==> config.mk <==
export PLATFORM = sky130hd
export DESIGN_NAME = attn_head_sched_flat
export DESIGN_NICKNAME = d
export VERILOG_FILES = /design/src/rtl/attn_head_sched_if.sv /design/src/rtl/attn_head_sched.sv /design/src/flat_wrapper.sv
export SDC_FILE = /design/constraint.sdc
export NUM_CORES = 1
export LEC_CHECK = 0
export CAP_MARGIN = 20
export CORE_ASPECT_RATIO = 0.6
export CORE_UTILIZATION = 47
export CTS_BUF_LIST = sky130_fd_sc_hd__clkbuf_8 sky130_fd_sc_hd__clkbuf_16
export DETAILED_ROUTE_END_ITERATION = 7
export GPL_TIMING_DRIVEN = 0
export PLACE_DENSITY = 0.86
export SLEW_MARGIN = 15
export SYNTH_ARGS = -nofsm -noshare
export SYNTH_HDL_FRONTEND = slang
export SYNTH_SLANG_ARGS = --single-unit
==> constraint.sdc <==
create_clock -name clk -period 2.22 [get_ports clk]
set_input_delay 0.333 -clock clk [delete_from_list [all_inputs] [get_ports clk]]
set_output_delay 0.333 -clock clk [all_outputs]
set_load 0.02 [all_outputs]
==> src/rtl/attn_head_sched_if.sv <==
// Handshake bundle between the attention-head scheduler, its host and the
// per-head attention controller it launches.
interface attn_head_sched_if #(
  parameter int NUM_HEADS = 4,
  parameter int NUM_TILES = 8
);
  localparam int HW  = (NUM_HEADS > 1) ? $clog2(NUM_HEADS) : 1;
  localparam int TW  = (NUM_TILES > 1) ? $clog2(NUM_TILES) : 1;
  localparam int HCW = $clog2(NUM_HEADS + 1);
  localparam int TCW = $clog2(NUM_TILES + 1);

  logic           start;
  logic           abort;
  logic [HCW-1:0] cfg_heads;
  logic [TCW-1:0] cfg_tiles;
  logic           head_start;
  logic [HW-1:0]  head_idx;
  logic [TW-1:0]  tile_idx;
  logic           head_done;
  logic           busy;
  logic           done;
  logic           err;
  logic [2:0]     debug_state;

  // master: host plus per-head controller; slave: the scheduler itself
  modport master (
    output start, abort, cfg_heads, cfg_tiles, head_done,
    input  head_start, head_idx, tile_idx, busy, done, err, debug_state
  );

  modport slave (
    input  start, abort, cfg_heads, cfg_tiles, head_done,
    output head_start, head_idx, tile_idx, busy, done, err, debug_state
  );
endinterface

==> src/rtl/attn_head_sched.sv <==
// Sequences heads x tiles attention jobs, one head_start per job, tile-major
// within each head, with a watchdog on every head_done wait.
module attn_head_sched #(
  parameter int NUM_HEADS = 4,
  parameter int NUM_TILES = 8,
  parameter int TIMEOUT   = 1023
) (
  input  logic             clk,
  input  logic             rst,
  attn_head_sched_if.slave bus
);
  localparam int HW  = (NUM_HEADS > 1) ? $clog2(NUM_HEADS) : 1;
  localparam int TW  = (NUM_TILES > 1) ? $clog2(NUM_TILES) : 1;
  localparam int HCW = $clog2(NUM_HEADS + 1);
  localparam int TCW = $clog2(NUM_TILES + 1);
  localparam int WW  = (TIMEOUT > 0) ? $clog2(TIMEOUT + 1) : 1;

  typedef enum logic [2:0] {
    S_IDLE   = 3'd0,
    S_LAUNCH = 3'd1,
    S_WAIT   = 3'd2,
    S_NEXT   = 3'd3,
    S_FINISH = 3'd4,
    S_ERROR  = 3'd5
  } state_t;

  state_t         state_reg, state_next;
  logic [HCW-1:0] heads_reg;
  logic [TCW-1:0] tiles_reg;
  logic [HW-1:0]  head_idx_reg;
  logic [TW-1:0]  tile_idx_reg;
  logic [WW-1:0]  wd_reg;

  logic [HCW-1:0] heads_clamped;
  logic [TCW-1:0] tiles_clamped;
  logic           last_tile;
  logic           last_head;
  logic           wd_at_limit;
  logic           abort_hit;

  // Zero or out-of-range requests mean "use the full configured size".
  assign heads_clamped = (bus.cfg_heads == '0 || bus.cfg_heads > HCW'(NUM_HEADS))
                         ? HCW'(NUM_HEADS) : bus.cfg_heads;
  assign tiles_clamped = (bus.cfg_tiles == '0 || bus.cfg_tiles > TCW'(NUM_TILES))
                         ? TCW'(NUM_TILES) : bus.cfg_tiles;

  assign last_tile   = (TCW'(tile_idx_reg) == tiles_reg - TCW'(1));
  assign last_head   = (HCW'(head_idx_reg) == heads_reg - HCW'(1));
  assign wd_at_limit = (wd_reg == WW'(TIMEOUT));
  assign abort_hit   = bus.abort && (state_reg != S_IDLE);

  always_ff @(posedge clk or posedge rst) begin
    if (rst) begin
      state_reg <= S_IDLE;
    end else begin
      state_reg <= state_next;
    end
  end

  always_comb begin
    state_next = S_IDLE;
    if (!abort_hit) begin
      case (state_reg)
        S_IDLE:   state_next = bus.start ? S_LAUNCH : S_IDLE;
        S_LAUNCH: state_next = S_WAIT;
        // head_done wins over an expiring watchdog in the same cycle
        S_WAIT: begin
          if (bus.head_done) begin
            state_next = S_NEXT;
          end else if (wd_at_limit) begin
            state_next = S_ERROR;
          end else begin
            state_next = S_WAIT;
          end
        end
        S_NEXT:   state_next = (last_tile && last_head) ? S_FINISH : S_LAUNCH;
        S_FINISH: state_next = S_IDLE;
        S_ERROR:  state_next = bus.start ? S_IDLE : S_ERROR;
        default:  state_next = S_IDLE;
      endcase
    end
  end

  // Job counters, latched configuration and watchdog; an abort freezes them.
  always_ff @(posedge clk or posedge rst) begin
    if (rst) begin
      heads_reg    <= '0;
      tiles_reg    <= '0;
      head_idx_reg <= '0;
      tile_idx_reg <= '0;
      wd_reg       <= '0;
    end else if (!abort_hit) begin
      case (state_reg)
        S_IDLE: begin
          if (bus.start) begin
            heads_reg    <= heads_clamped;
            tiles_reg    <= tiles_clamped;
            head_idx_reg <= '0;
            tile_idx_reg <= '0;
            wd_reg       <= '0;
          end
        end
        S_LAUNCH: wd_reg <= '0;
        S_WAIT: begin
          if (!bus.head_done && !wd_at_limit) begin
            wd_reg <= wd_reg + WW'(1);
          end
        end
        S_NEXT: begin
          if (!last_tile) begin
            tile_idx_reg <= tile_idx_reg + TW'(1);
          end else if (!last_head) begin
            tile_idx_reg <= '0;
            head_idx_reg <= head_idx_reg + HW'(1);
          end
        end
        default: ;
      endcase
    end
  end

  always_comb begin
    bus.head_start  = (state_reg == S_LAUNCH);
    bus.done        = (state_reg == S_FINISH);
    bus.err         = (state_reg == S_ERROR);
    bus.busy        = (state_reg != S_IDLE) && (state_reg != S_ERROR);
    bus.debug_state = state_reg;
    bus.head_idx    = head_idx_reg;
    bus.tile_idx    = tile_idx_reg;
  end
endmodule

==> src/flat_wrapper.sv <==
// flat-port wrapper written by rule: the top's interface ports become plain ports
module attn_head_sched_flat 
#(
  parameter int NUM_HEADS = 4,
  parameter int NUM_TILES = 8,
  parameter int TIMEOUT   = 1023
)
  (clk, rst, bus_start, bus_abort, bus_cfg_heads, bus_cfg_tiles, bus_head_done, bus_head_start, bus_head_idx, bus_tile_idx, bus_busy, bus_done, bus_err, bus_debug_state);
  attn_head_sched_if #(.NUM_HEADS(NUM_HEADS), .NUM_TILES(NUM_TILES)) bus_i ();
  input  logic clk;
  input  logic rst;
  input wire logic [$bits(bus_i.start)-1:0] bus_start;
  input wire logic [$bits(bus_i.abort)-1:0] bus_abort;
  input wire logic [$bits(bus_i.cfg_heads)-1:0] bus_cfg_heads;
  input wire logic [$bits(bus_i.cfg_tiles)-1:0] bus_cfg_tiles;
  input wire logic [$bits(bus_i.head_done)-1:0] bus_head_done;
  output wire logic [$bits(bus_i.head_start)-1:0] bus_head_start;
  output wire logic [$bits(bus_i.head_idx)-1:0] bus_head_idx;
  output wire logic [$bits(bus_i.tile_idx)-1:0] bus_tile_idx;
  output wire logic [$bits(bus_i.busy)-1:0] bus_busy;
  output wire logic [$bits(bus_i.done)-1:0] bus_done;
  output wire logic [$bits(bus_i.err)-1:0] bus_err;
  output wire logic [$bits(bus_i.debug_state)-1:0] bus_debug_state;
  assign bus_i.start = bus_start;
  assign bus_i.abort = bus_abort;
  assign bus_i.cfg_heads = bus_cfg_heads;
  assign bus_i.cfg_tiles = bus_cfg_tiles;
  assign bus_i.head_done = bus_head_done;
  assign bus_head_start = bus_i.head_start;
  assign bus_head_idx = bus_i.head_idx;
  assign bus_tile_idx = bus_i.tile_idx;
  assign bus_busy = bus_i.busy;
  assign bus_done = bus_i.done;
  assign bus_err = bus_i.err;
  assign bus_debug_state = bus_i.debug_state;
  attn_head_sched #(.NUM_HEADS(NUM_HEADS), .NUM_TILES(NUM_TILES), .TIMEOUT(TIMEOUT)) u_core (.clk(clk), .rst(rst), .bus(bus_i));
endmodule
Word-level counts from Yosys, hierarchy flattened

Cells that the tools add are included.

Input port bits: 12
Register bits after elaboration: 25
Logic and storage cells: 66
Output and inout port bits: 12

$add $sub $neg: 5
Bitwise gates (word level): 1
Order comparisons: 2
Mux-type cells: 20
Reduce and logical (&&, ||, !) cells: 18
Equality and inequality tests: 14

Operators by type and width:

| kind                                                   | count |
|---|---|
| case mux 10 bit (3 select lines)                       | 1 |
| 2-to-1 mux 3 bit                                       | 9 |
| 2-to-1 mux 10 bit                                      | 2 |
| case mux 3 bit (5 select lines)                        | 1 |
| adder 10 x 1 -> 10 bit (second input constant)         | 1 |
| equality test 10 bit (second input constant)           | 1 |
| AND reduction 4 bit                                    | 2 |
| equality test 3 x 2 -> 1 bit (second input constant)   | 2 |
| equality test 3 bit (second input constant)            | 2 |
| zero test 3 bit                                        | 2 |
| 2-to-1 mux 2 bit                                       | 3 |
| inequality test 3 bit (second input constant)          | 2 |
| case mux 3 bit (2 select lines)                        | 1 |
| nonzero test 3 bit                                     | 2 |
| AND reduction 5 bit                                    | 1 |
| equality test 3 x 4 -> 1 bit                           | 1 |
| > comparator 4 bit (second input constant)             | 1 |
| logical AND 1 bit                                      | 4 |
| zero test 4 bit                                        | 1 |
| 2-to-1 mux 4 bit                                       | 1 |
| inequality test 2 x 1 -> 1 bit (second input constant) | 2 |
| inequality test 2 bit (second input constant)          | 2 |
| case mux 2 bit (2 select lines)                        | 1 |
| subtractor 4 x 1 -> 4 bit (second input constant)      | 1 |
| 12 further kinds                                       | 14 |

Longest topological paths before layout

Gate-level depths: netlist (run 1).

Depth after elaboration: 6
Depth in mapped cells: 8
Mapped depth without buffers: 7

Worst setup path after synthesis (run 1)

No wires, ideal clock.

Kind: register -> register
From: reg u_core.tiles_reg[0]
To: reg u_core.head_idx_reg[0], in the netlist u_core.bus.head_idx[0]
Arrival: 2.312 ns
Buffers on the path: 1
Cell stages (with the launch flop): 9
Setup time: 0.069 ns
Data required time: 2.151 ns
Path slack: -0.161 ns
Cells stage by stage: dfrtp_1 inv_1 ha_1 xor2_1 or4_1 a311o_1 buf_6 or4_1 nand3_1

Word-level cells in the longest chain between the ends: 4

RTL lines:

| element                                  | line                   | source |
|---|---|---|
| start: declaration                       | attn_head_sched.sv:29  | `logic [TCW-1:0] tiles_reg;` |
| start signal: assignment                 | attn_head_sched.sv:97  | `tiles_reg <= tiles_clamped;` |
| subtractor 4 x 1 -> 4 bit                | attn_head_sched.sv:47  | `assign last_tile = (TCW'(tile_idx_reg) == tiles_reg - TCW'(1));` |
| equality test 3 x 4 -> 1 bit             | attn_head_sched.sv:47  |  |
| inequality test 2 x 1 -> 1 bit (no line) | --                     |  |
| AND reduction 5 bit (no line)            | --                     |  |
| end signal: assignment                   | attn_head_sched.sv:114 | `head_idx_reg <= head_idx_reg + HW'(1);` |
| end: declaration                         | attn_head_sched.sv:30  | `logic [HW-1:0] head_idx_reg;` |

Every way passes these cells.
A chain may end at the register's enable or synchronous reset.

Worst setup path after layout (run 1)

Ends and elaborated chain as after synthesis.

==> qor.yml, run 1 <==
fin_crit_sh: 1.02
slew_violations: 0
synth-seq-area-share: 0.408
grt_pass1_vias: 1119
final_cell_mix: "dfrtp_1, nor2_1, clkdlybuf4s50_1"
required_ns: 2.43
vias: 1364
switching_power_w: 0.000723
track_usage: 0.199
tightest_slew_ns: 0.709
hold-worst-slack_ns: 0.342
largest_reg_flops: 10
clockBufferDepth: 2
netlist_area_um2: 1530
cp-start-kind: "register"
cts_made_buffers: 3
combPwrFrac: 0.482
crit_family: "simple AND/OR/NAND/NOR gates"
crit_path_end_kind: "register"
synth_edf_count: 0
synth.distinct_cells: 40
portBuffers: 23
synthTopCellsByArea: "dfrtp_1, nor2_1, nand2_1"
slowest_delay_ns: 0.48
r2r_slack_ns: -0.04
clock_sinks: 25
wl_um: 3390
async_flop_share: 1.00
synth_top_family_by_area: "simple AND/OR/NAND/NOR gates"
synth_fa_ha_area_frac: 0.0408
num_io_pins: 24
final_common_cell: "dfrtp_1"
postSynthCellCount: 176
arrival_ns: 2.47
muxShareOfSynthArea: 0.0204
synth_area_leader_cell: "dfrtp_1"
drt_iter0_markers: 203
synthSimpleGateAreaFrac: 0.260
antenna_found_initial: 0
clkPwrFrac: 0.163
drt-pass1-iter-count: 4
setup-tns-final_ns: -0.0649
layout.nets: 225
path_max_fanout: 10
insertion_delay_ns: 0.28
grt-ovfl-total: 0
dieHeight_um: 46.2
drc: 0
hp-class: "in2async"
path_class: "reg2reg"
drive_gt1_frac: 0.0966
area_growth_pct: 26.3
ant_nets: 0
power_density_nw_per_um2: 921
status: "complete, but fails checks"
avgSynthCellArea_um2: 8.70
yosys.area.top_type_share: 0.408
maxCapViolations: 0
critPathBufInv: 2
synthFlopType: "dfrtp_1"
setup_viol: 3
min_period_ns: 2.26
p_sw_frac: 0.406
cp_slowest_cell: "or4bb_1"
final.setup.worst_slack_ns: -0.0390
synthXorXnorAreaFrac: 0.0629
rows: 15
path_cells: "inv_1 > ha_2 > xor2_1 > or4bb_1 > a311o_1 > buf_6 > or4_4 > nand3_2"
vias_per_cell: 5.48
yosys_register_bits: 25
synth_compound_area_frac: 0.168
die_area_um2: 3500
leakagePower_nw: 0.837
cts_root_buf: "clkbuf_8"
p_int_w: 0.00106
dp_hpwl_um: 2470
finalHoldViolations: 0
seqPwrFrac: 0.355
antenna_cells: 0
wl_per_cell_um: 13.6
clock-skew-final_ns: 0.00939
core_um2: 2980
cts_tree: "yes"
fmax_mhz: 443
slew_headroom: 0.523
violations: "setup timing"
start_util: 0.513
fp.dieW_um: 75.7
design_power_total_w: 0.00178
vdd_drop_max_uv: 460
globalplace.congestion: 0.845
synth_nets: 193
rsz0062_at_grt: "yes"
clk_pin_slew_ns: 0.10
grt_pass1_wl_um: 5130
cts_htree_levels: 1
grt_max_degree: 26
yosys_warnings: 0
[final timing paths]
path,depth (start not counted),endpoint,start
worst max-delay path,8,u_core.bus.head_idx[0]$_DFFE_PP0P_,u_core.tiles_reg[0]$_DFFE_PP0P_
worst min-delay path,2,u_core.heads_reg[1]$_DFFE_PP0P_,rst
worst max register to register,8,u_core.bus.head_idx[0]$_DFFE_PP0P_,u_core.tiles_reg[0]$_DFFE_PP0P_
worst min register to register,2,u_core.heads_reg[1]$_DFFE_PP0P_,u_core.heads_reg[1]$_DFFE_PP0P_
max in group asynchronous,3,u_core.bus.head_idx[1]$_DFFE_PP0P_,rst
min in group clk,2,u_core.heads_reg[1]$_DFFE_PP0P_,u_core.heads_reg[1]$_DFFE_PP0P_
[metrics by stage]
| stage | util | worst slack [ns] | std cells | cell area (um^2) |
|---|---|---|---|---|
| 4_1_cts | 0.632 | -0.0229 | 247 | 1890 |
| 2_1_floorplan | - | 0.0218 | 176 | 1530 |
| 3_3_place_gp | 0.609 | -0.0568 | 241 | 1820 |
| 5_1_grt | 0.648 | -0.124 | 249 | 1930 |
| 3_5_place_dp | 0.609 | -0.0696 | 241 | 1820 |
| 6_report | 0.648 | -0.0390 | 249 | 1930 |
[layer usage]
layer / vias to the layer above / global-route usage / share of wire
met5: - / 0 / 0
met4: 0 / 0.0296 / 0.012
met3: 7 / 0.0569 / 0.059
met2: 48 / 0.277 / 0.40
met1: 620 / 0.308 / 0.53
li1: 689 / - / -
[cells by family (layout without fill, tap and decap cells)]
group / count (synthesis) / after routing
buffers and inverters: 14 / 45
AND/OR/NAND/NOR: 79 / 79
flip-flops: 25 / 25
multiplexers: 3 / 3
AO/OA/AOI/OAI: 39 / 39
XOR/XNOR: 11 / 11
adder cells (fa/ha/maj): 5 / 5
[area by class of cell]
type	count	area, um^2
Clock inverter	1	8.76
Clock buffer	3	41.3
Timing Repair Buffer	27	264
Inverter	10	37.5
Sequential cell	25	626
Tap cell	42	52.6
Multi-Input combinational cell	137	880
Buffer	4	25.0
Fill cell	250	1050
[repair_timing]
item	CTS	global route
pin swaps	3	2
setup buffers	2	1
hold buffers	0	0
gates resized for setup	5	6
endpoints found under the hold margin	0	0
setup endpoints to repair	11	9
[cell usage after synthesis (2+ instances only)]
master,number
nand2b_1,7
or2_2,3
nor2_1,22
nor2b_1,3
nand3_1,6
nand2_1,18
nor3_1,4
or4_1,3
mux2i_1,2
xnor2_1,4
and3_1,3
dfrtp_1,25
nand4_1,2
o21bai_1,2
xor2_1,7
ha_1,5
o211ai_1,8
inv_1,10
o21ai_0,13
or3_1,3
a21oi_1,5
clkbuf_1,3
[power groups by stage]
stage          Clock [W]  Combinational, W  Sequential, W
2_1_floorplan          0          0.000570       0.000653
3_3_place_gp           0          0.000793       0.000643
3_5_place_dp           0          0.000808       0.000650
4_1_cts         0.000295          0.000836       0.000632
5_1_grt         0.000322          0.000938       0.000645
6_report        0.000290          0.000859       0.000633
Power figures use the tool's default switching activity.
==> run 2, diff against run 1 <==
--- a/config.mk
+++ b/config.mk
@@ -9,3 +9,3 @@
 export CORE_ASPECT_RATIO = 0.6
-export CORE_UTILIZATION = 47
+export CORE_UTILIZATION = 48
 export CTS_BUF_LIST = sky130_fd_sc_hd__clkbuf_8 sky130_fd_sc_hd__clkbuf_16
@@ -13,3 +13,3 @@
 export GPL_TIMING_DRIVEN = 0
-export PLACE_DENSITY = 0.86
+export PLACE_DENSITY = 0.87
 export SLEW_MARGIN = 15
--- a/constraint.sdc
+++ b/constraint.sdc
@@ -3,2 +3,2 @@
 set_output_delay 0.333 -clock clk [all_outputs]
-set_load 0.02 [all_outputs]
+set_load 0.1 [all_outputs]
==> run 2 against run 1 <==
Against the previous run:
- the flow still finishes with violations (setup timing)
- global-route usage is 6.1 points higher
- via count is 13% higher
- count of clock-buffer cells in the layout stayed put
- die area is 2.0% lower
- clock power hardly changed
- utilization is 3.5 points higher
- largest power group unchanged
==> qor.yml, run 2 (same netlist as run 1, synthesis figures left out) <==
vias_per_cell: 6.15  # +12%
rows: 15  # unchanged
clock-skew-final_ns: 0.00457  # -0.00482 ns
grt_max_degree: 26  # unchanged
wl_per_cell_um: 16.3  # +20%
dieHeight_um: 45.8  # -1.0%
crit_cells: 8  # unchanged
wl_um: 4090  # +21%
final_common_cell: "dfrtp_1"
hp-class: "reg2reg"
seqPwrFrac: 0.292  # -0.063
power_density_nw_per_um2: 1100  # +19%
track_usage: 0.261  # +0.0613
clockBufferDepth: 2  # unchanged
final_cell_mix: "dfrtp_1, nor2_1, nand2_1"
portBuffers: 23  # unchanged
clkPwrFrac: 0.130  # -0.033
grt_pass1_vias: 1343  # +20%
arrival_ns: 2.50  # +0.03 ns
fin_area_um2: 2010  # +4.1%
antenna_found_initial: 0  # unchanged
final.setup.worst_slack_ns: -0.0573  # -0.0183 ns
core_um2: 2950  # -1.3%
combPwrFrac: 0.577  # +0.095
vias: 1543  # +13%
crit_family: "simple AND/OR/NAND/NOR gates"
required_ns: 2.44  # about the same
drc: 0  # unchanged
fp.dieW_um: 74.9  # -1.0%
ant_nets: 0  # unchanged
reg2reg_depth: 8  # unchanged
path_max_fanout: 5  # -5
drt_iter0_markers: 220  # +8.4%
start_util: 0.520  # +0.00654
cts_root_buf: "clkbuf_8"
maxCapViolations: 0  # unchanged
finalHoldViolations: 0  # unchanged
cp-start-kind: "register"
fmax_mhz: 439  # -0.80%
cp_slowest_cell: "or4bb_1"
cts_htree_levels: 1  # unchanged
layout.nets: 227  # +0.89%
p_sw_frac: 0.487  # +0.0810
fin_crit_sh: 1.03  # +0.00824
min_period_ns: 2.28  # +0.0183 ns
slew_headroom: 0.355  # -0.169
cts_hold_buffers: 0  # unchanged
dp_hpwl_um: 2800  # +14%
tightest_slew_ns: 0.965  # +0.256 ns
violations: "setup timing"
area_growth_pct: 31.5
num_io_pins: 24  # unchanged
drive_gt1_frac: 0.182  # +0.0852
die_area_um2: 3430  # -2.0%
cp-endpoint: "u_core.bus.head_idx[1]$_DFFE_PP0P_"
clk_pin_slew_ns: 0.09  # about the same
crit_path_end_kind: "register"
grt_pass1_wl_um: 6440  # +26%
drt-pass1-iter-count: 4  # unchanged
placed_area_um2: 1870  # +2.9%
design_power_total_w: 0.00221  # +24%
antenna_cells: 0  # unchanged
leakagePower_nw: 0.874  # +4.4%
slowest_delay_ns: 0.48  # about the same
p_int_w: 0.00114  # +7.3%
vdd_drop_max_uv: 573  # +25%
cts_made_buffers: 3  # unchanged
globalplace.congestion: 0.884  # +4.6%
path_cells: "inv_1 > ha_4 > xor2_2 > or4bb_1 > a311o_1 > buf_6 > or4_1 > nand3_1"
rsz0062_at_grt: "yes"
critPathBufInv: 2  # unchanged
setup_viol: 4  # +1
worst_r2r_endpoint: "u_core.bus.head_idx[1]$_DFFE_PP0P_"
slew_violations: 0  # unchanged
pre_cts_ws_ns: -0.567  # -0.498 ns
r2r_start: "u_core.tiles_reg[0]$_DFFE_PP0P_"
postLayoutCoreUtil: 0.683  # +0.0350
cp-startpoint: "u_core.tiles_reg[0]$_DFFE_PP0P_"
grt-ovfl-total: 0  # unchanged
largest_reg_flops: 10  # unchanged
cts_tree: "yes"
insertion_delay_ns: 0.28  # about the same
r2r_slack_ns: -0.06  # -0.02 ns
status: "complete, but fails checks"
switching_power_w: 0.00108  # +49%
path_class: "reg2reg"
clock_sinks: 25  # unchanged
hold-worst-slack_ns: 0.511  # +0.169 ns
[run 2: cell count changes in the layout (fill, tap and decap cells not counted), sizes merged]
cell           before  now
clkinvlp            0    2
clkbuf              6    8
dlygate4sd2         3    4
buf                 5    9
clkdlybuf4s50      20   14
dlymetal6s2s        0    1
inv                11    9
[run 2: final cells by class]
class / instances / area (um^2)
timing repair buffer: 29 / 258
clock buffer: 3 / 41.3
clock inverter: 1 / 7.51
tap: 42 / 52.6
multi-input combinational: 137 / 952
buffer: 4 / 25.0
sequential: 25 / 636
inverter: 10 / 41.3
fill: 222 / 933
[run 2: timing repair]
item                       in CTS  in global routing
gates cloned                    1                  0
gates resized for setup        31                 11
buffers inserted                4                  1
pin swaps                       7                  2
setup endpoints to repair      18                 15
[run 2: worst min-delay path by stage]
stage	to	from	slack (ns)	cells past startpoint
5_1_grt	u_core.heads_reg[1]$_DFFE_PP0P_	u_core.heads_reg[1]$_DFFE_PP0P_	0.54	2
6_report	u_core.heads_reg[1]$_DFFE_PP0P_	u_core.heads_reg[1]$_DFFE_PP0P_	0.51	2
2_1_floorplan	u_core.bus.debug_state[0]$_DFF_PP0_	rst	0.36	1
3_3_place_gp	u_core.heads_reg[1]$_DFFE_PP0P_	u_core.heads_reg[1]$_DFFE_PP0P_	0.46	2
4_1_cts	u_core.heads_reg[1]$_DFFE_PP0P_	u_core.heads_reg[1]$_DFFE_PP0P_	0.51	2
3_5_place_dp	u_core.heads_reg[1]$_DFFE_PP0P_	u_core.heads_reg[1]$_DFFE_PP0P_	0.49	2
[run 2: power groups by stage]
stage,logic (W),clock network [W],registers [W]
2_1_floorplan,0.000734,0,0.000792
3_5_place_dp,0.00114,0,0.000657
5_1_grt,0.00135,0.000298,0.000659
3_3_place_gp,0.00108,0,0.000647
6_report,0.00128,0.000289,0.000647
4_1_cts,0.00120,0.000288,0.000640
[run 2: worst reg2reg max path, delay by kind of cell (launching register included)]
family          cells  cell delay, ns
flops               1            0.36
compound gates      1            0.31
xor+xnor            1            0.19
simple gates        3            0.98
fa+ha+maj           1            0.17
buf+inv             2            0.21
[run 2: per-layer routing]
metal	track usage	share of wire	vias to the layer above
li1	-	-	688
met1	0.346	0.42	718
met2	0.393	0.43	104
met3	0.0708	0.093	33
met4	0.140	0.060	0
met5	0	0	-
[run 2: metrics by stage]
step	instances	TNS, ns
finish	251	-0.165
global placement	241	-1.84
detailed placement	241	-2.93
floorplan	176	-0.385
global route	251	-0.820
CTS	250	-0.139
